## src/rtl/multdiv_pkg.sv

```systemverilog
// Shared types and constants for the iterative multiply/divide unit.
package multdiv_pkg;

   typedef enum logic [1:0] {IDLE, MULT, DIV, DONE} md_state_e;

   localparam int unsigned MD_ITERS      = 32;
   localparam logic [31:0] MD_INT_MIN    = 32'h8000_0000;
   localparam logic [31:0] MD_ERR_RESULT = 32'h0;

endpackage

```

## src/rtl/signed_magnitude.sv

```systemverilog
// Combinational two's-complement conditional negate; with neg_i tied to the sign bit it
// yields the absolute value.
module signed_magnitude #(
   parameter int unsigned Width = 32
) (
   input  logic [Width-1:0] value_i,
   input  logic             neg_i,
   output logic [Width-1:0] result_o
);

   assign result_o = neg_i ? (~value_i + Width'(1)) : value_i;

endmodule

```

## src/rtl/mult_div_unit.sv

```systemverilog
// Iterative signed multiply (shift-add) and divide (restoring), one bit per cycle.
// Define MULTDIV_DIV_EN to build the divider; otherwise every divide request reports an exception.
module mult_div_unit
   import multdiv_pkg::*;
#(
   parameter int unsigned WIDTH = MD_ITERS
) (
   input  logic             clock,
   input  logic             reset,
   input  logic             ctrl_MULT,
   input  logic             ctrl_DIV,
   input  logic [WIDTH-1:0] data_operandA,
   input  logic [WIDTH-1:0] data_operandB,
   output logic [WIDTH-1:0] data_result,
   output logic             data_exception,
   output logic             data_resultRDY,
   output logic             busy
);

   localparam int unsigned     CNT_W    = $clog2(WIDTH);
   localparam logic [CNT_W-1:0] CNT_LAST = CNT_W'(WIDTH - 1);

   md_state_e          state_q, state_d;
   logic [CNT_W-1:0]   cnt_q, cnt_d;
   logic [2*WIDTH-1:0] acc_q, acc_d;
   logic [WIDTH-1:0]   mag_q, mag_d;
   logic               sign_q, sign_d;
   logic [WIDTH-1:0]   result_q, result_d;
   logic               exc_q, exc_d;
   logic               go_err;

   logic [WIDTH-1:0]   a_mag, b_mag;
   logic [WIDTH:0]     mult_sum;
   logic [2*WIDTH-1:0] mult_next, res_mag, res_signed;
   logic               res_ovf;

   signed_magnitude #(.Width(WIDTH)) u_abs_a (
      .value_i (data_operandA),
      .neg_i   (data_operandA[WIDTH-1]),
      .result_o(a_mag)
   );

   signed_magnitude #(.Width(WIDTH)) u_abs_b (
      .value_i (data_operandB),
      .neg_i   (data_operandB[WIDTH-1]),
      .result_o(b_mag)
   );

   // acc = {partial product high, multiplier}; add multiplicand on lsb, then shift right.
   assign mult_sum  = {1'b0, acc_q[2*WIDTH-1:WIDTH]} + (acc_q[0] ? {1'b0, mag_q} : '0);
   assign mult_next = {mult_sum, acc_q[WIDTH-1:1]};

`ifdef MULTDIV_DIV_EN
   logic [WIDTH:0]     div_diff;
   logic [2*WIDTH-1:0] div_next;

   // acc = {remainder, dividend/quotient}; shift left and try subtracting the divisor.
   assign div_diff = {acc_q[2*WIDTH-1:WIDTH], acc_q[WIDTH-1]} - {1'b0, mag_q};
   assign div_next = div_diff[WIDTH] ? {acc_q[2*WIDTH-2:0], 1'b0}
                                     : {div_diff[WIDTH-1:0], acc_q[WIDTH-2:0], 1'b1};
   assign res_mag  = (state_q == DIV) ? {{WIDTH{1'b0}}, div_next[WIDTH-1:0]} : mult_next;
`else
   assign res_mag  = mult_next;
`endif

   signed_magnitude #(.Width(2 * WIDTH)) u_sign_fix (
      .value_i (res_mag),
      .neg_i   (sign_q),
      .result_o(res_signed)
   );

   // Also covers INT_MIN / -1, whose positive quotient does not fit in WIDTH bits.
   assign res_ovf = res_signed != {{WIDTH{res_signed[WIDTH-1]}}, res_signed[WIDTH-1:0]};

   always_comb begin
      state_d  = state_q;
      cnt_d    = cnt_q;
      acc_d    = acc_q;
      mag_d    = mag_q;
      sign_d   = sign_q;
      result_d = result_q;
      exc_d    = exc_q;
      go_err   = 1'b0;
      unique case (state_q)
         IDLE: begin
            if (ctrl_MULT && ctrl_DIV) begin
               go_err = 1'b1;
            end else if (ctrl_MULT) begin
               state_d = MULT;
               acc_d   = {{WIDTH{1'b0}}, b_mag};
               mag_d   = a_mag;
               sign_d  = data_operandA[WIDTH-1] ^ data_operandB[WIDTH-1];
            end else if (ctrl_DIV) begin
`ifdef MULTDIV_DIV_EN
               if (data_operandB == '0) begin
                  go_err = 1'b1;
               end else begin
                  state_d = DIV;
                  acc_d   = {{WIDTH{1'b0}}, a_mag};
                  mag_d   = b_mag;
                  sign_d  = data_operandA[WIDTH-1] ^ data_operandB[WIDTH-1];
               end
`else
               go_err = 1'b1;
`endif
            end
         end
         MULT: begin
            acc_d = mult_next;
            if (cnt_q == CNT_LAST) begin
               cnt_d    = '0;
               state_d  = DONE;
               result_d = res_signed[WIDTH-1:0];
               exc_d    = res_ovf;
            end else begin
               cnt_d = cnt_q + CNT_W'(1);
            end
         end
         DIV: begin
`ifdef MULTDIV_DIV_EN
            acc_d = div_next;
            if (cnt_q == CNT_LAST) begin
               cnt_d    = '0;
               state_d  = DONE;
               result_d = res_signed[WIDTH-1:0];
               exc_d    = res_ovf;
            end else begin
               cnt_d = cnt_q + CNT_W'(1);
            end
`else
            state_d = IDLE;
`endif
         end
         DONE:    state_d = IDLE;
         default: state_d = IDLE;
      endcase
      if (go_err) begin
         state_d  = DONE;
         result_d = WIDTH'(MD_ERR_RESULT);
         exc_d    = 1'b1;
      end
   end

   always_ff @(posedge clock) begin
      if (reset) begin
         state_q  <= IDLE;
         cnt_q    <= '0;
         acc_q    <= '0;
         mag_q    <= '0;
         sign_q   <= 1'b0;
         result_q <= '0;
         exc_q    <= 1'b0;
      end else begin
         state_q  <= state_d;
         cnt_q    <= cnt_d;
         acc_q    <= acc_d;
         mag_q    <= mag_d;
         sign_q   <= sign_d;
         result_q <= result_d;
         exc_q    <= exc_d;
      end
   end

   assign data_result    = result_q;
   assign data_exception = exc_q;
   assign data_resultRDY = (state_q == DONE);
   assign busy           = (state_q != IDLE);

endmodule

```

## config.mk

```make
export PLATFORM = sky130hd
export DESIGN_NAME = mult_div_unit
export DESIGN_NICKNAME = d
export VERILOG_FILES = /design/src/rtl/multdiv_pkg.sv /design/src/rtl/signed_magnitude.sv /design/src/rtl/mult_div_unit.sv
export SDC_FILE = /design/constraint.sdc
export NUM_CORES = 1
export LEC_CHECK = 0
export ABC_CLOCK_PERIOD_IN_PS = 6500
export CAP_MARGIN = 25
export CORE_MARGIN = 2
export CORE_UTILIZATION = 38
export DETAILED_ROUTE_END_ITERATION = 7
export PLACE_DENSITY = 0.69
export RECOVER_POWER = 100
export SETUP_SLACK_MARGIN = 0.1
export SLEW_MARGIN = 20
export SYNTH_ARGS = -nofsm -noshare
export SYNTH_HDL_FRONTEND = slang
export SYNTH_HIERARCHICAL = 1
export SYNTH_SLANG_ARGS = --single-unit
```

## constraint.sdc

```tcl
create_clock -name clock -period 6.5 [get_ports clock]
set_input_delay 1.625 -clock clock [delete_from_list [all_inputs] [get_ports clock]]
set_output_delay 1.625 -clock clock [all_outputs]
set_load 0.02 [all_outputs]
```

# Yosys cells after proc, flatten, opt, wreduce, memory -nomap -nowiden
# Cells that the tools add are included.
[totals] regBits=137 input_bits=68 output_inout_bits=35 wordCells=60
[op_classes] n_addsub=5 n_eq_ne=10 mux=20 n_bitwise=5 n_reduce_logical=13
[ops] op="2-to-1 mux 64 bit" count=3
[ops] op="one-hot mux 64 bit (2 select lines)" count=1
[ops] op="2-to-1 mux 32 bit" count=3
[ops] op="adder 32 x 1 -> 32 bit (second input constant)" count=2
[ops] op="adder 64 x 1 -> 64 bit (second input constant)" count=1
[ops] op="NOT 32 bit" count=2
[ops] op="NOT 64 bit" count=1
[ops] op="adder 32 x 32 -> 33 bit" count=1
[ops] op="!= test 32 bit" count=1
[ops] op="!= test 3 bit (second input constant)" count=3
[ops] op="AND reduction 3 bit" count=3
[ops] op="2-to-1 mux 2 bit" count=4
[ops] op="nonzero test 2 bit" count=4
[ops] op="2-to-1 mux 1 bit" count=7
[ops] op="one-hot mux 2 bit (3 select lines)" count=1
[ops] op="adder 5 x 1 -> 5 bit (second input constant)" count=1
[ops] op="equality test 5 bit (second input constant)" count=1
[ops] op="2-to-1 mux 5 bit" count=1
[ops] op="equality test 2 bit (second input constant)" count=2
[ops] op="!= test 2 bit (second input constant)" count=2
[ops] op="AND reduction 2 bit" count=2
[ops] op="OR reduction 2 bit" count=2
[ops] op="equality test 2 x 1 -> 1 bit (second input constant)" count=1
[ops] op="logical NOT 2 bit" count=1
[ops] op="other kinds (3)" count=3

# Longest topological paths before layout
# Gate-level depths: netlist of run 1.
[depth] depth_word=9 ltp_mapped=21 depth_no_buf=20

# Modules after synthesis
# Netlist of run 1, hierarchy kept.
[by_module_without_submodules] module="mult_div_unit" instances=1 cells_per_inst=966 area_per_inst_um2=7343.3 seq_area_each_um2=2742.6
[by_module_without_submodules] module="signed_magnitude (u_sign_fix)" instances=1 cells_per_inst=206 area_per_inst_um2=1649.1 seq_area_each_um2=0.0
[by_module_without_submodules] module="signed_magnitude (u_abs_a ...)" instances=2 cells_per_inst=99 area_per_inst_um2=777.0 seq_area_each_um2=0.0

# Worst setup path before layout of run 1
# No wires, ideal clock.
[synth_path] path_type="register to register" start="reg acc_q[0]" end="reg exc_q, in the netlist data_exception" setup_ns=0.137 arrival_ns=4.613 required_time_ns=6.363 path_slack_ns=1.749 path_stages_with_launch=22 path_buffers=1 synth_period_minus_slack_ns=4.751 cell_sequence="dfxtp_1 > clkbuf_1 > and2_1 > ha_1 > fa_1 > a211oi_1 > o21bai_1 > nand3_1 > a211oi_1 > o21ai_1 > and4b_1 > a311oi_1 > or4_4 > or3_1 > or4_1 > o31ai_1 > xnor2_1 > nand2_1 > nor3_1 > a31oi_1 > nor4_1 > a211oi_1"
[synth_via] elab_chain_cells=9
[synth_lines] item="from (decl)" line_no="mult_div_unit.sv:25" text="logic [2*WIDTH-1:0] acc_q, acc_d;"
[synth_lines] item="from (signal assigned)" line_no="mult_div_unit.sv:148" text="acc_q <= '0;"
[synth_lines] item="from (signal assigned)" line_no="mult_div_unit.sv:156" text="acc_q <= acc_d;"
[synth_lines] item="2-to-1 mux 32 bit" line_no="mult_div_unit.sv:50" text="assign mult_sum = {1'b0, acc_q[2*WIDTH-1:WIDTH]} + (acc_q[0] ? {1'b0, mag_q} : '0);"
[synth_lines] item="adder 32 x 32 -> 33 bit" line_no="mult_div_unit.sv:50"
[synth_lines] item="named net mult_sum[26]" line_no="mult_div_unit.sv:33" text="logic [WIDTH:0] mult_sum;"
[synth_lines] item="NOT 64 bit" line_no="signed_magnitude.sv:11" text="assign result_o = neg_i ? (~value_i + Width'(1)) : value_i;"
[synth_lines] item="adder 64 x 1 -> 64 bit" line_no="signed_magnitude.sv:11"
[synth_lines] item="2-to-1 mux 64 bit" line_no="signed_magnitude.sv:11"
[synth_lines] item="named net res_signed[63]" line_no="mult_div_unit.sv:34" text="logic [2*WIDTH-1:0] mult_next, res_mag, res_signed;"
[synth_lines] item="!= test 32 bit" line_no="mult_div_unit.sv:73" text="assign res_ovf = res_signed != {{WIDTH{res_signed[WIDTH-1]}}, res_signed[WIDTH-1:0]};"
[synth_lines] item="2-to-1 mux 1 bit" line_no="mult_div_unit.sv:110" text="if (cnt_q == CNT_LAST) begin"
[synth_lines] item="2-to-1 mux 1 bit" line_no="mult_div_unit.sv:84" text="unique case (state_q)"
[synth_lines] item="2-to-1 mux 1 bit" line_no="mult_div_unit.sv:137" text="if (go_err) begin"
[synth_lines] item="to (signal assigned)" line_no="mult_div_unit.sv:152" text="exc_q <= 1'b0;"
[synth_lines] item="to (signal assigned)" line_no="mult_div_unit.sv:160" text="exc_q <= exc_d;"
[synth_lines] item="to (decl)" line_no="mult_div_unit.sv:29" text="logic exc_q, exc_d;"
# The timed path passes the listed nets, and every way through them passes these cells. The select of a mux whose other input is x is not followed.
# A chain may end at the register's enable or synchronous reset.

# Worst setup path after layout of run 1
[layout_path] start="in ctrl_MULT" end="reg acc_q[59]"
[layout_via] elab_chain_cells=3 word_cells_on_any_way=4 classes_between="eq/ne (2); reduce/logical (2)"
[layout_lines] item="from (decl)" line_no="mult_div_unit.sv:10" text="input logic ctrl_MULT,"
[layout_lines] item="logical AND 1 bit" line_no="mult_div_unit.sv:86" text="if (ctrl_MULT && ctrl_DIV) begin"
[layout_lines] item="!= test 2 bit (no line)"
[layout_lines] item="AND reduction 3 bit (no line) *"
# Every way passes the cells marked *; elsewhere a longest branch is shown, timed or not.

==> results.md, run 1 <==
| Item | Value | Unit |
| --- | --- | --- |
| H-tree levels | 4 | - |
| Std cell rows | 60 | - |
| DIE AREA | 29100 | um2 |
| Fraction of layout instances using a drive strength above 1 | 7.33 | % |
| Detailed-route wire length per cell | 16.8 | um |
| Final WL | 30300 | um |
| Port buffer count | 102 | - |
| Sequential cell area | 2740 | um2 |
| Clk Latency, worst-skew pair | 0.43 | ns |
| Initial cell density of the core | 38.9 | % |
| Result of the run | complete, but fails checks | - |
| CTS Root Cell | sky130_fd_sc_hd__clkbuf_16 | - |
| Post-route cell area | 12400 | um2 |
| Number of nets in the finished design | 1525 | - |
| Crit path launch type | input port | - |
| DRC violation count after routing | 0 | - |
| # Post-CTS Setup Buffers | 0 | - |
| Proportion of synthesized chip area in sequential cells | 26.0 | % |
| HPWL Detailed | 22900 | um |
| Core Box Area | 27100 | um2 |
| Maximum fanout along the worst path | 65 | - |
| Failing checks | capacitance limit, slew limit | - |
| Number of CTS-inserted buffers | 17 | - |
| Largest buffer count on any clock path | 2 | - |
| Die boundary width | 171 | um |
| Top cell types by occurrence after synthesis | 273 x sky130_fd_sc_hd__nand2_1, 137 x sky130_fd_sc_hd__dfxtp_1, 135 x sky130_fd_sc_hd__xnor2_1, 116 x sky130_fd_sc_hd__a21oi_1, 75 x sky130_fd_sc_hd__nor2_1 | - |
| Post-synthesis area per instance | 7.70 | um2 |
| Total placed instance area | 11800 | um2 |
| Top-area cell type share of the netlist area | 26.0 | % |
| Antenna-violating nets left | 0 | - |
| Finished Core Util | 45.6 | % |
| Warnings, synthesis | 6 | - |
| Number of top-level pins | 103 | - |
| Max Cap Viol | 4 | - |
| Total inserted antenna cells | 0 | - |
| Drt pass-1 iters | 5 | - |
| Number of antenna violations at the first check in global routing | 0 | - |
| Flip-flop and latch count after synthesis | 137 | - |
| Count of final max-slew check failures | 206 | - |
| Endpoint of the worst register-to-register path | data_exception | - |
| Final-report setup violation count | 0 | - |
| Hold slack final | 0.450 | ns |
| Start point of the worst min-delay path | mag_q[30] | - |
| Classification of the worst setup path | in2reg | - |
| RR Startpoint | acc_q[0] | - |
| Area of combinational cells with multiple inputs | 7370 | um2 |
| Most instantiated library cell after synthesis | sky130_fd_sc_hd__nand2_1 | - |
| Setup repair after global routing missed its margin | no | - |
| Violation count after the first detailed-routing iteration | 859 | - |
| Number of library cell types mapped by synthesis | 79 | - |
| First-pass GRT wire length | 49100 | um |
| Endpoint arrival time on the critical path | 6.17 | ns |
| Largest net degree at the start of global routing | 66 | - |
| Main synth FF type | sky130_fd_sc_hd__dfxtp_1 | - |
| Final hold viol count | 0 | - |
| Clock-pin transition on the worst setup and hold timing paths | 0.06 | ns |
| Hold-fix buffers, CTS | 0 | - |
| Via count of the first global-routing pass | 9549 | - |
| Fillers | 2703 | - |
| Total Neg Setup Slack | 0 | ns |
| Synthesized instance count | 1370 | - |
| Total routing usage reported by global routing | 20.8 | % |
| Netlist area before placement | 10500 | um2 |
| Grt ovf | 0 | - |
| Worst Reg2Reg Path Length in Cells | 20 | - |
| Setup slack of the worst register-to-register path | 0.80 | ns |
| Pwr dens | 200 | nW/um2 |
| Via count normalized by instance count | 5.66 | - |
| Synth area leader | sky130_fd_sc_hd__dfxtp_1 | - |
| Maximum frequency from static timing analysis | 171 | MHz |
| Slew at the pin closest to its max-slew limit | 2.83 | ns |
| Count of cells resized by post-cts repair | 0 | - |
| Hold Crit Depth | 2 | - |
| Static leakage | 4.53 | nW |
| Post-synth EDFFs | 0 | - |
| Clock skew after layout | 0.00786 | ns |
| Slew margin rel. | -88.9 | % |
| Sink of the worst hold path | mag_q[30] | - |
| DIE HEIGHT | 171 | um |
| Number of nets produced by synthesis | 1476 | - |
| Ys async rst share | 0 | % |
| Clock tree from TritonCTS | built | - |
| Count of vias placed by the detailed router | 10200 | - |
| Area growth from synthesis to layout | 17.2 | % |
| Required @ worst endpoint | 6.82 | ns |
| Crit path capture type | flip-flop | - |
| CTS sink count | 137 | - |
| Most area-consuming cells after synthesis | sky130_fd_sc_hd__dfxtp_1 26%, sky130_fd_sc_hd__xnor2_1 11%, sky130_fd_sc_hd__nand2_1 9.7% | - |
| Global placer's final weighted congestion | 0.923 | - |
| Crit path time final | 5.84 | ns |
| Worst hold-check path type | reg2reg | - |
| Crit share post-route | 89.9 | % |
| Peak supply drop | 0.000135 | V |
## routing by layer
layer  wire length (um)  track usage [%]  vias to the layer above
met5                  0                0                        -
met3               1650             3.17                       45
li1                   -                -                     5057
met1              14800             29.7                     4817
met4                642             7.21                        0
met2              13100             31.6                      298
## logic make-up (layout without fill, tap and decap cells)
| family | after synthesis | count (layout) | share of synthesized area, % |
|---|---|---|---|
| adder cells (fa/ha/maj) | 38 | 38 | 4.58 |
| buffers and inverters | 98 | 160 | 3.76 |
| multiplexers | 2 | 2 | 0.202 |
| XOR/XNOR | 150 | 150 | 12.5 |
| flip-flops | 137 | 137 | 26.0 |
| AND/OR/NAND/NOR | 576 | 576 | 28.3 |
| AO/OA/AOI/OAI | 369 | 369 | 24.7 |
## layout by cell type, fill, tap and decap left out, drive strengths merged, types with 22 or more instances in the layout
master           n
a21oi          116
nand2          273
and2            41
clkbuf          23
xnor2          135
inv             23
o31ai           48
o41ai           31
ha              37
nor3            29
a311oi          34
nor4            22
nand3           23
dlygate4sd3     37
clkdlybuf4s50   63
nor2            76
o21ai           61
dfxtp          137
nand4           27
## cell type report
cell class | instances | area share (%)
Multi-Input combinational cell | 1135 | 59.7
Sequential cell | 137 | 22.2
Timing Repair Buffer | 114 | 8.96
Tap cell | 372 | 3.77
Clock buffer | 18 | 3.55
Clock inverter | 14 | 1.45
Inverter | 14 | 0.425
## state kept, by name (all words and copies together) (netlist names)
name	count
mag_q	32
cnt_q	5
data_exception	1
sign_q	1
state_q	2
data_result	32
acc_q	64
## how the worst max path moves through the flow
stage	start	end	slack, ns	cells past startpoint
finish	ctrl_MULT	acc_q[59]	0.66	9
global placement	acc_q[0]	data_exception	1.04	20
detailed placement	acc_q[0]	data_exception	0.92	20
floorplan	acc_q[0]	data_exception	1.75	21
global route	ctrl_MULT	acc_q[59]	0.26	9
CTS	acc_q[0]	data_exception	0.88	20
## where the power goes
group | switching [mW] | total [mW] | internal [mW]
combinational | 0.301 | 0.519 | 0.217
clock | 0.428 | 1.02 | 0.595
sequential | 0.0560 | 0.933 | 0.877
## critical path, cell delays in order
cell and delay, ns:
sky130_fd_sc_hd__dlygate4sd3_1 0.54, sky130_fd_sc_hd__nor2b_1 0.28, sky130_fd_sc_hd__nor2_1 0.19, sky130_fd_sc_hd__nor2_4 0.10, sky130_fd_sc_hd__clkbuf_1 1.89, sky130_fd_sc_hd__nor2_1 0.77
sky130_fd_sc_hd__buf_8 0.39, sky130_fd_sc_hd__and2_1 0.16, sky130_fd_sc_hd__a211o_1 0.21
## stage by stage
| stage | setup WS [ns] | power, mW | cells |
|---|---|---|---|
| after floorplan | 1.75 | 1.30 | 1370 |
| after global placement | 1.04 | 1.45 | 1768 |
| after detailed placement | 0.922 | 1.46 | 1771 |
| after CTS | 0.876 | 2.48 | 1803 |
| after global routing | 0.262 | 2.58 | 1804 |
| final | 0.657 | 2.47 | 1804 |
Note: power is estimated with default switching activity, not from simulation.
==> run 2, diff against run 1 <==
- ABC_CLOCK_PERIOD_IN_PS: 6500 -> default
- CORE_UTILIZATION: 38 -> 50
- GPL_TIMING_DRIVEN: default -> 0
- PLACE_DENSITY: 0.69 -> 0.83
==> run 2 against run 1 <==
Effect of this change: the run ends with capacitance limit left; register-to-register slack got worse by 0.21 ns; core utilization increased by 14 points; setup slack got worse by 0.065 ns; flip-flop and latch count unchanged.
==> results.md, run 2 (synthesis results as in run 1) <==
| Item | Value | Unit |
| --- | --- | --- |
| Total Neg Setup Slack | 0 | ns |
| CTS sink count | 137 | - |
| Number of antenna violations at the first check in global routing | 0 | - |
| Cell repeated most along the worst path | sky130_fd_sc_hd__a211oi_1 | - |
| Largest net degree at the start of global routing | 17 | - |
| Worst hold-check path type | reg2reg | - |
| Final hold viol count | 0 | - |
| Fillers | 1831 | - |
| Power Internal | 1.72 | mW |
| Antenna-violating nets left | 0 | - |
| Via count of the first global-routing pass | 10100 | - |
| Most common cell after layout, fill and taps aside | sky130_fd_sc_hd__nand2_1 | - |
| Max Cap Viol | 1 | - |
| Peak supply drop | 0.000197 | V |
| Number of CTS-inserted buffers | 17 | - |
| Total routing usage reported by global routing | 28.1 | % |
| Core Box Area | 20900 | um2 |
| HPWL Detailed | 24200 | um |
| Pwr dens | 201 | nW/um2 |
| Total inserted antenna cells | 0 | - |
| Result of the run | complete, but fails checks | - |
| Delay of the slowest critical-path stage | 0.65 | ns |
| Largest buffer count on any clock path | 2 | - |
| Layer with the highest usage after global routing | met2 | - |
| Static leakage | 4.60 | nW |
| Crit share post-route | 90.9 | % |
| Clock skew after layout | 0.0131 | ns |
| Met3 track utilization from global routing | 5.23 | % |
| Slowest cell on the critical path | sky130_fd_sc_hd__or4_1 | - |
| Clock tree from TritonCTS | built | - |
| Endpoint arrival time on the critical path | 6.20 | ns |
| Drt pass-1 iters | 6 | - |
| Crit path capture type | flip-flop | - |
| Number of top-level pins | 103 | - |
| Hold slack final | 0.449 | ns |
| Detailed-route wire length per cell | 17.6 | um |
| Hold-fix buffers, CTS | 0 | - |
| CTS Root Cell | sky130_fd_sc_hd__clkbuf_16 | - |
| Violation count after the first detailed-routing iteration | 1154 | - |
| Clk Latency, worst-skew pair | 0.44 | ns |
| Gate family responsible for the most delay along the worst path | simple AND/OR/NAND/NOR gates | - |
| # Post-CTS Setup Buffers | 0 | - |
| Maximum frequency from static timing analysis | 169 | MHz |
| Required @ worst endpoint | 6.80 | ns |
| M1 GR Usage | 38.1 | % |
| Classification of the worst setup path | reg2reg | - |
| Proportion of power drawn by combinational gates | 21.5 | % |
| Net switching share of the total power | 31.3 | % |
| Count of cells resized by post-cts repair | 0 | - |
| Final-report setup violation count | 0 | - |
| Via count normalized by instance count | 6.12 | - |
| H-tree levels | 4 | - |
| Number of buffer and inverter stages on the critical path | 1 | - |
| Count of vias placed by the detailed router | 10900 | - |
| DRC violation count after routing | 0 | - |
| Clock network power share | 41.3 | % |
| First-pass GRT wire length | 50800 | um |
| Maximum fanout along the worst path | 10 | - |
| Largest register by flop count | acc_q | - |
| Setup repair after global routing missed its margin | no | - |
| Std cell rows | 53 | - |
| Crit path time final | 5.91 | ns |
| Port buffer count | 101 | - |
| DIE HEIGHT | 149 | um |
| Proportion of power drawn by flip-flops and latches | 37.2 | % |
| Final WL | 31300 | um |
| Net switching component of the power | 0.783 | mW |
| Grt ovf | 0 | - |
| DIE AREA | 22300 | um2 |
| Count of final max-slew check failures | 0 | - |
| Number of nets in the finished design | 1596 | - |
| Met2 GRT Util | 44.4 | % |
| Die boundary width | 149 | um |
| Initial cell density of the core | 50.5 | % |
| Slew margin rel. | 1.05 | % |
| Area growth from synthesis to layout | 18.3 | % |
| Setup slack of the worst register-to-register path | 0.59 | ns |
| Crit path launch type | flip-flop | - |
| Fraction of layout instances using a drive strength above 1 | 6.52 | % |
| Global placer's final weighted congestion | 0.949 | - |
| Most frequent cells in the layout | 273 x sky130_fd_sc_hd__nand2_1, 137 x sky130_fd_sc_hd__dfxtp_1, 135 x sky130_fd_sc_hd__xnor2_1, 116 x sky130_fd_sc_hd__a21oi_1, 75 x sky130_fd_sc_hd__nor2_1 | - |
| Slew at the pin closest to its max-slew limit | 1.47 | ns |
| CP cell instances | clkbuf_1 > and2_0 > ha_1 > fa_1 > a211oi_1 > o21bai_1 > nand3_1 > a211oi_1 > o21ai_1 > nand2_1 > a311oi_1 > or4_1 > or3_1 > or4_1 > o31ai_1 > xnor2_1 > nand2_1 > nor3_1 > a31oi_1 > nor4_1 > a211oi_1 | - |
| Failing checks | capacitance limit | - |
| Clock-pin transition on the worst setup and hold timing paths | 0.07 | ns |
| Flip-flop count of the largest register after layout | 64 | - |
-- run 2: path summary, 6_finish.rpt --
check	start	end	depth (start not counted)
worst max-delay path	acc_q[0]	data_exception	21
worst max register to register	acc_q[0]	data_exception	21
worst min register to register	mag_q[7]	mag_q[7]	2
worst min-delay path	mag_q[7]	mag_q[7]	2
-- run 2: final cells by class --
type | instances | area (um2) | share of cell area [%]
Multi-Input combinational cell | 1135 | 7360 | 59.0
Sequential cell | 137 | 2740 | 22.0
Timing Repair Buffer | 101 | 1010 | 8.11
Clock buffer | 18 | 439 | 3.52
Buffer | 84 | 344 | 2.76
Tap cell | 275 | 344 | 2.76
Clock inverter | 14 | 184 | 1.47
Inverter | 14 | 52.6 | 0.421
-- run 2: per-stage QoR --
stage	std cells	total power [mW]	util [%]	instance area, um2	worst slack, ns
CTS	1778	2.50	60.0	12500	0.741
global route	1778	2.60	59.7	12500	0.203
detailed placement	1746	1.48	57.0	11900	0.765
finish	1778	2.50	59.7	12500	0.592
floorplan	1370	1.30	-	10500	1.75
global placement	1746	1.46	57.0	11900	0.809
-- run 2: worst register-to-register path: stages (launching register included) --
cell	delay, ns
sky130_fd_sc_hd__dfxtp_1	0.46
sky130_fd_sc_hd__clkbuf_1	0.32
sky130_fd_sc_hd__and2_0	0.23
sky130_fd_sc_hd__ha_1	0.21
sky130_fd_sc_hd__fa_1	0.24
sky130_fd_sc_hd__a211oi_1	0.09
sky130_fd_sc_hd__o21bai_1	0.27
sky130_fd_sc_hd__nand3_1	0.17
sky130_fd_sc_hd__a211oi_1	0.44
sky130_fd_sc_hd__o21ai_1	0.32
sky130_fd_sc_hd__nand2_1	0.20
sky130_fd_sc_hd__a311oi_1	0.24
sky130_fd_sc_hd__or4_1	0.65
sky130_fd_sc_hd__or3_1	0.37
sky130_fd_sc_hd__or4_1	0.41
sky130_fd_sc_hd__o31ai_1	0.26
sky130_fd_sc_hd__xnor2_1	0.18
sky130_fd_sc_hd__nand2_1	0.08
sky130_fd_sc_hd__nor3_1	0.18
sky130_fd_sc_hd__a31oi_1	0.08
sky130_fd_sc_hd__nor4_1	0.25
sky130_fd_sc_hd__a211oi_1	0.12
-- run 2: power by group through the flow --
stage | combinational (mW) | sequential [mW] | clock, mW
after floorplan | 0.371 | 0.929 | 0
after global placement | 0.518 | 0.945 | 0
after detailed placement | 0.529 | 0.947 | 0
after CTS | 0.533 | 0.929 | 1.04
after global routing | 0.586 | 0.936 | 1.07
final | 0.538 | 0.931 | 1.03
-- run 2: metal layers --
layer	share of wire, %	wire length, um
met5	0	0
met4	2.5	779
met3	7.9	2490
met2	45	14100
met1	44	13900
==> variant, RTL diff (flow settings as in run 2) <==
The option `MULTDIV_DIV_EN` is turned on by a define.
--- a/src/rtl/mult_div_unit.sv
+++ b/src/rtl/mult_div_unit.sv
@@ -1,4 +1,6 @@
 // Iterative signed multiply (shift-add) and divide (restoring), one bit per cycle.
 // Define MULTDIV_DIV_EN to build the divider; otherwise every divide request reports an exception.
+`define MULTDIV_DIV_EN
+
 module mult_div_unit
    import multdiv_pkg::*;
Check against the original RTL: not equivalent (a bounded check fails within 4 cycles, from zero or initial values and one cycle with reset high).
==> variant against run 2 <==
Clock skew up 4.7 ps; area after synthesis increased by 33%; global-route usage increased by 3.9 points; power rose by 140%; cell area grew 30%; sequential cell count unchanged; routed wire length grew 51%; worst setup slack worse by 190 ps; first-iteration DRC count increased by 25%; fmax decreased by 3.1%; utilization fell by 1.0 points; sequential share of layout area is 5.1 points lower; largest cell class unchanged; highest routed layer unchanged.
==> variant: results (changes against run 2) <==
timing:
  skew_ps: 17.86  # +4.718 ps
  tightest_slew_ps: 938.2  # -532.5 ps
  fin_hold_ws_ps: 451.8  # +2.847 ps
min_path:
  worstHoldEndpoint: "data_result[29]"
  min-delay-start: "data_result[29]"
logic_synthesis:
  synth.distinct_cells: 86  # +8.9%
  synth_nets: 2028  # +37%
  synth_mux_area_share_pct: 4.572  # +4.4 points
  synth_compound_area_share_pct: 27.62  # +2.9 points
  yosys-top-cells-count: "nand2_1, xnor2_1, nor2_1"
  synth.yosys.seq_area_share_pct: 19.54  # -6.5 points
  synthTopCellsByArea: "dfxtp_1, xnor2_1, ha_1"
  syn_area_per_cell_sq_um: 7.447  # -3.3%
  yosys.area_share.xor_xnor_pct: 11.36  # -1.1 points
critical_path:
  worst_path_largest_cell_delay_ps: 470  # -180 ps
  crit_arrival_ps: 6390  # +190 ps
  r2r_setup_slack_ps: 400  # -190 ps
  reg2reg_depth: 25  # +19%
  crit_slowest_cell: "or4_4"
  critPathTopFamily: "compound AO/OA/AOI/OAI gates"
layout:
  drive_gt1_share_pct: 6.188  # -0.33 points
  nNetsFinal: 2150  # +35%
place:
  hpwlAfterDp_mm: 37.22  # +54%
  io_buffers: 100  # -0.99%
  place_inst: 2363  # +35%
  place_area_sq_um: 15510  # +30%
  globalplace.congestion: 0.9906  # +4.4%
  post-place-ws_ps: -196.8  # -962.1 ps
outcome:
  outcome: "completed"
drt:
  avgViaCountPerCell: 6.262  # +2.3%
  drtIter0Drc: 1438  # +25%
  wl_per_cell_um: 19.62  # +12%
cts:
  post_cts_resized: 5  # +5
power:
  pg_clk_mw: 1.08  # +5%
  seqPwrFrac_pct: 19.3  # -18 points
  switching_share_pct: 51.72  # +20 points
global_routing:
  grt.total_usage_pct: 32.00  # +3.9 points
  grt_first_pass_wirelength_mm: 74.60  # +47%
  grt_pass1_vias: 14410  # +42%
-- variant: per-layer routing --
layer | vias up | part of all wire, % | wire, um | global-route usage (%)
li1 | 7093 | - | - | -
met3 | 147 | 7.0 | 3316 | 3.198
met1 | 7045 | 41 | 19290 | 40.25
met2 | 732 | 46 | 21860 | 53.85
met4 | 0 | 5.5 | 2593 | 17.32
met5 | - | 0 | 0 | 0
-- variant: cells by family after synthesis --
kind of cell    count (synthesis)
compound gates                559
xor+xnor                      180
simple gates                  669
mux                            64
buf+inv                       201
flops                         137
fa+ha+maj                      75
-- variant: final cells by class --
| type | instances | area (sq um) |
|---|---|---|
| plain buffers | 108 | 445.4 |
| clock inverters | 15 | 219.0 |
| clock buffers | 17 | 425.4 |
| well taps | 378 | 473.0 |
| fillers | 2511 | 11440 |
| inverters | 93 | 349.1 |
| repair buffers | 103 | 1023 |
| flip-flops and latches | 137 | 2744 |
| multi-input cells | 1547 | 10590 |
